### config.mk
export PLATFORM = sky130hd
export DESIGN_NAME = tt_ctrl_seq
export DESIGN_NICKNAME = d
export VERILOG_FILES = /design/src/rtl/tt_ctrl_seq.sv
export SDC_FILE = /design/constraint.sdc
export NUM_CORES = 1
export LEC_CHECK = 0
export BUFFER_PORTS_ARGS = -buffer_cell sky130_fd_sc_hd__buf_2
export CELL_PAD_IN_SITES_DETAIL_PLACEMENT = 1
export CELL_PAD_IN_SITES_GLOBAL_PLACEMENT = 2
export CORE_UTILIZATION = 30
export CTS_CLUSTER_DIAMETER = 40
export DETAILED_ROUTE_END_ITERATION = 10
export PLACE_DENSITY_LB_ADDON = 0.1
export SLEW_MARGIN = 20
export SYNTH_ARGS = -nofsm -noshare
export SYNTH_HDL_FRONTEND = slang
export SYNTH_SLANG_ARGS = --single-unit
### constraint.sdc
create_clock -name clk -period 7.3 [get_ports clk]
set_clock_uncertainty 0.15 [all_clocks]
set_input_delay 0.73 -clock clk [delete_from_list [all_inputs] [get_ports clk]]
set_output_delay 0.73 -clock clk [all_outputs]
set_load 0.05 [all_outputs]
### src/rtl/tt_ctrl_seq.sv
// tt_ctrl_seq: walks the mux controller's ripple selection counter to a requested count
module tt_ctrl_seq #(
  parameter int HALF_CYC   = 2,
  parameter int RST_CYC    = 4,
  parameter int SETTLE_CYC = 4
) (
  input  logic       clk,
  input  logic       rst_n,
  input  logic       req_valid,
  output logic       req_ready,
  input  logic [9:0] req_addr,
  input  logic       req_ena,
  output logic       busy,
  output logic       done,
  output logic [9:0] cur_addr,
  output logic       ctrl_sel_rst_n,
  output logic       ctrl_sel_inc,
  output logic       ctrl_ena
);
  typedef enum logic [2:0] {RST_REL, IDLE, DISABLE, RESET, INC_HI, INC_LO, SETTLE, FINISH} state_t;
  state_t state, state_d;
  logic [9:0] tgt, rem;
  logic tgt_ena, last, ge;
  logic [15:0] tmr, tmr_ld;
  assign last = tmr == '0;
  assign ge = tgt >= cur_addr;
  always_comb begin
    state_d = state;
    case (state)
      RST_REL: state_d = IDLE;
      IDLE:    state_d = req_valid ? DISABLE : IDLE;
      DISABLE: state_d = !ge ? RESET : (tgt == cur_addr) ? SETTLE : INC_HI;
      RESET:   state_d = !last ? RESET : (rem == '0) ? SETTLE : INC_HI;
      INC_HI:  state_d = last ? INC_LO : INC_HI;
      INC_LO:  state_d = !last ? INC_LO : (rem == 10'd1) ? SETTLE : INC_HI;
      SETTLE:  state_d = last ? FINISH : SETTLE;
      FINISH:  state_d = IDLE;
      default: state_d = RST_REL;
    endcase
    tmr_ld = state_d == RESET ? 16'(RST_CYC - 1) :
             (state_d == INC_HI || state_d == INC_LO) ? 16'(HALF_CYC - 1) :
             state_d == SETTLE ? 16'(SETTLE_CYC - 1) : '0;
  end
  // Outputs are registered from the next state so they change cleanly on the edge.
  always_ff @(posedge clk) begin
    if (!rst_n) begin
      state          <= RST_REL;
      tmr            <= '0;
      rem            <= '0;
      tgt            <= '0;
      tgt_ena        <= 1'b0;
      cur_addr       <= '0;
      req_ready      <= 1'b0;
      busy           <= 1'b0;
      done           <= 1'b0;
      ctrl_sel_rst_n <= 1'b0;
      ctrl_sel_inc   <= 1'b0;
      ctrl_ena       <= 1'b0;
    end else begin
      state <= state_d;
      tmr   <= (state_d != state) ? tmr_ld : tmr - 16'd1;
      if (state == IDLE && req_valid) begin
        tgt     <= req_addr;
        tgt_ena <= req_ena;
      end
      if (state == DISABLE) rem <= ge ? tgt - cur_addr : tgt;
      else if (state == INC_LO && last) rem <= rem - 10'd1;
      if (state_d == RESET) cur_addr <= '0;
      else if (state_d == INC_HI && state != INC_HI) cur_addr <= cur_addr + 10'd1;
      req_ready      <= state_d == IDLE;
      busy           <= state_d != IDLE;
      done           <= state_d == FINISH;
      ctrl_sel_rst_n <= state_d != RESET;
      ctrl_sel_inc   <= state_d == INC_HI;
      ctrl_ena       <= state_d == DISABLE ? 1'b0 : state_d == FINISH ? tgt_ena : ctrl_ena;
    end
  end
endmodule

# After elaboration in Yosys (flattened, before gate mapping)
# Index checks and enable logic that the tools add are counted.
# W data, S select, Z words.
# totals
word_cells,66
input_bits,14
ff_bits,56
# classes
bitwise,1
magnitude_cmp,1
n_addsub,4
reduce_logical,11
mux,17
eq_ne,20
# op_table
operator,n
$mux W10,3
$eq A3 B3 Y1 const B,8
$pmux W3 S7,1
$logic_not A16 Y1,1
$mux W16,1
$mux W2,8
$sub A16 B1 Y16 const B,1
$eq A3 B2 Y1 const B,4
$add A10 B1 Y10 const B,1
$eq A10 B1 Y1 const B,1
$eq A10 B10 Y1,1
$ge A10 B10 Y1,1
$logic_not A10 Y1,1
$sub A10 B1 Y10 const B,1
$sub A10 B10 Y10,1
$eq A3 B1 Y1 const B,2
$mux W3,2
$reduce_or A2 Y1,3
$logic_and A1 B1 Y1,3
$logic_not A3 Y1,1
$ne A3 B1 Y1 const B,1
$ne A3 B2 Y1 const B,1
$ne A3 B3 Y1,1
$ne A3 B3 Y1 const B,1
4 further kinds,5

# Logic depth before layout (Yosys ltp)
# logic_depth
depth_word,9
mapped_depth,12

# Worst setup path before layout
# Ideal clock, no wire load.
# synth_path
kind,register to register
start,register cur_addr[0]
end,register cur_addr[6]
setup_ns,0.070
path_stages_with_launch,10
path_slack_ns,3.944
t_arrival_ns,3.137
cell_sequence,dfxtp_1 -> ha_1 -> fa_1 -> nand2b_1 -> a211o_1 -> a2111o_1 -> and3_4 -> a211o_4 -> or4_1 -> a21oi_1
# synth_via
elab_chain_len,6
# synth_lines
item,line,source
start: declaration,15,"output logic [9:0] cur_addr,"
start signal: assignment,69,else if (state_d == INC_HI && state != INC_HI) cur_addr <= cur_addr + 10'd1;
branches (longest 6 deep; another with $ge A10 B10 Y1),-,
# Parallel ways; which one is timed is not known.
# A chain may end at the register's enable or synchronous reset.

# Final worst setup path
# Ends and elaborated chain as after synthesis.

==> impl_metrics.json <==
{
  "cp-start-kind": "flop",
  "routed_wirelength_mm": 9.07,
  "fmax_mhz": 295,
  "max-cap-violations": 0,
  "drive_above_1_share_pct": 11.5,
  "end_kind": "flop",
  "fin_util_pct": 34.8,
  "antenna_cells": 0,
  "rows": 37,
  "hold_buffers": 0,
  "setup_ws_ns": 3.91,
  "rrSetupSlack_ns": 3.91,
  "synth_top_area_share_pct": 34.5,
  "portBuffers": 29,
  "grt_pass1_vias": 2915,
  "fin_crit_sh_pct": 46.4,
  "drc": 0,
  "synth_edf_count": 0,
  "fin_nets": 464,
  "path_class": "flop to flop",
  "yosysSeqAreaShare_pct": 34.5,
  "die_h_um": 106,
  "grtUsageTotal_pct": 17.4,
  "final-hold-violation-count": 0,
  "worstPathRequired_ns": 7.41,
  "wire_per_inst_um": 15.9,
  "syn_inst": 409,
  "drtIter0Drc": 83,
  "multi_input_area_um2": 1980,
  "clock_latency_ns": 0.32,
  "yosysUniqueCellTypes": 59,
  "cp_cell_sequence": "ha_1 -> fa_1 -> nand2b_1 -> a211o_1 -> a2111o_1 -> and3_4 -> a211o_4 -> or4_1 -> a21oi_1",
  "arrival_ns": 3.50,
  "h-tree-depth": 2,
  "tightest_slew_ns": 0.901,
  "status": "complete, no violations",
  "r2r_cells": 9,
  "path_clk_slew_ns": 0.11,
  "cts_tree": "yes",
  "hold-worst-slack_ns": 0.332,
  "dr_total_vias": 2905,
  "cts_buffers": 5,
  "cp_num_buf_inv": 0,
  "gp_congestion": 0.757,
  "slowest_stage": "or4_1",
  "slowest_delay_ns": 0.49,
  "min_to": "ctrl_ena",
  "synth_ff_type": "dfxtp_1",
  "vias_per_cell": 5.10,
  "grt_pass1_wl_mm": 15.2,
  "holdPathStages": 2,
  "ys_warn_count": 0,
  "final-setup-viol-count": 0,
  "fp.dieArea_um2": 11200,
  "async_reset_ff_share_pct": 0,
  "ys_top_cells_by_count": "nand2_1, dfxtp_1, nor2_1",
  "path_delay_family": "compound AO/OA/AOI/OAI gates",
  "max_slew_margin_pct": 39.4,
  "root_buffer": "clkbuf_8",
  "worstReg2RegEnd": "cur_addr[6]",
  "ios": 30,
  "rsz0062_at_grt": "false",
  "antenna_found_initial": 0,
  "crit_fanout": 16,
  "drt_pre_antenna_iters": 4,
  "r2r-start": "cur_addr[0]",
  "syn-num-nets": 440,
  "tns_ns": 0,
  "die_x_um": 106,
  "p_per_area_nw_per_um2": 483,
  "clockBufferDepth": 2,
  "ys_top_cells_by_area": "dfxtp_1, nand2_1, ha_1",
  "seq_area_um2": 1120,
  "hold_start": "tgt_ena",
  "syn_avg_cell_area_um2": 7.94,
  "start_util_pct": 31.2,
  "fp.coreArea_um2": 10400,
  "drv_slew": 0,
  "ir_drop_v": 0.000269,
  "syn_area_um2": 3250,
  "yosysTopAreaCell": "dfxtp_1",
  "hpwl_mm": 6.96,
  "hold_path.class": "flop to flop",
  "syn2layout_area_growth_pct": 11.7,
  "post-place-ws_ns": 3.95,
  "final_antenna_net_count": 0,
  "grt_overflow_total": 0,
  "place_inst": 562,
  "p_leak_nw": 1.45,
  "path_depth": 9,
  "period_minus_slack_ns": 3.39,
  "ys_ff_latch": 56,
  "instances_no_fill": 570,
  "fillers": 1300,
  "cts_resized": 0,
  "grt_max_degree": 31,
  "clkSinkCount": 56,
  "cts_setup_buffers": 0,
  "yosys.cell_count.top_type": "nand2_1"
}
[flip-flops by register name, summed over array words and instances, names as in the netlist]
name and count:
tmr 16, cur_addr 10, rem 10, tgt 10, state 3, busy 1
ctrl_ena 1, ctrl_sel_inc 1, ctrl_sel_rst_n 1, done 1, req_ready 1, tgt_ena 1
[layout by cell type, fill, tap and decap left out, types with 5 or more instances in the layout]
cell type / Yosys / routed
nand2_1: 62 / 62
dfxtp_1: 56 / 56
nor2_1: 42 / 42
buf_2: 2 / 29
inv_1: 22 / 22
a21oi_1: 21 / 21
xnor2_1: 18 / 18
o21ai_0: 18 / 18
ha_1: 16 / 16
nand3_1: 14 / 14
a21boi_0: 14 / 14
or3_1: 11 / 11
xor2_1: 9 / 9
nor3_1: 9 / 8
o211ai_1: 7 / 7
nor4_1: 6 / 6
and3_1: 6 / 6
clkbuf_8: 0 / 5
[through the flow]
| stage | total power, mW | instance area [um^2] |
|---|---|---|
| 2_1_floorplan | 1.31 | 3250 |
| 3_3_place_gp | 1.54 | 3510 |
| 3_5_place_dp | 1.55 | 3520 |
| 4_1_cts | 1.78 | 3620 |
| 5_1_grt | 1.92 | 3620 |
| 6_report | 1.75 | 3620 |
[per-layer routing]
metal  vias to the layer above  GRT usage [%]  wire length, um
li1                       1480              -                -
met1                      1389           24.4             4820
met2                        28           27.4             3950
met3                         8           2.45              185
met4                         0           5.16              118
met5                         -              0                0
[kinds of logic after synthesis]
kind of cell               Yosys count  synth area share [%]
and+or+nand+nor                    181                  27.2
muxes                                3                 0.964
xor gates and xnor gates            27                  7.29
AOI/OAI and AO/OA                   89                  18.7
DFF                                 56                  34.5
buffers and inverters               36                  4.51
adders and majority gates           17                  6.78
[layout make-up]
class | count | share of cell area [%]
repair buffers | 31 | 4.42
flip-flops and latches | 56 | 30.9
clock buffers | 6 | 2.00
well taps | 136 | 4.69
inverters | 22 | 2.28
clock inverters | 2 | 0.967
multi-input cells | 317 | 54.7
[worst max path at each step]
stage | startpoint | to
floorplan | cur_addr[0] | cur_addr[6]
global placement | cur_addr[0] | cur_addr[8]
detailed placement | cur_addr[0] | cur_addr[6]
CTS | cur_addr[0] | cur_addr[6]
global route | cur_addr[0] | cur_addr[6]
finish | cur_addr[0] | cur_addr[6]
[report_power, final]
part | internal [mW] | switching, mW | total (mW)
clock network | 0.102 | 0.109 | 0.211
logic | 0.404 | 0.644 | 1.05
registers | 0.395 | 0.0953 | 0.491
total | 0.901 | 0.848 | 1.75
[worst reg2reg max path, cell delays in order, from the launching register on]
cell and delay, ns:
dfxtp_1 0.41, ha_1 0.27, fa_1 0.40, nand2b_1 0.18, a211o_1 0.32, a2111o_1 0.39, and3_4 0.20, a211o_4 0.38
or4_1 0.49, a21oi_1 0.14
No activity file was read; power rests on OpenSTA's default activity.
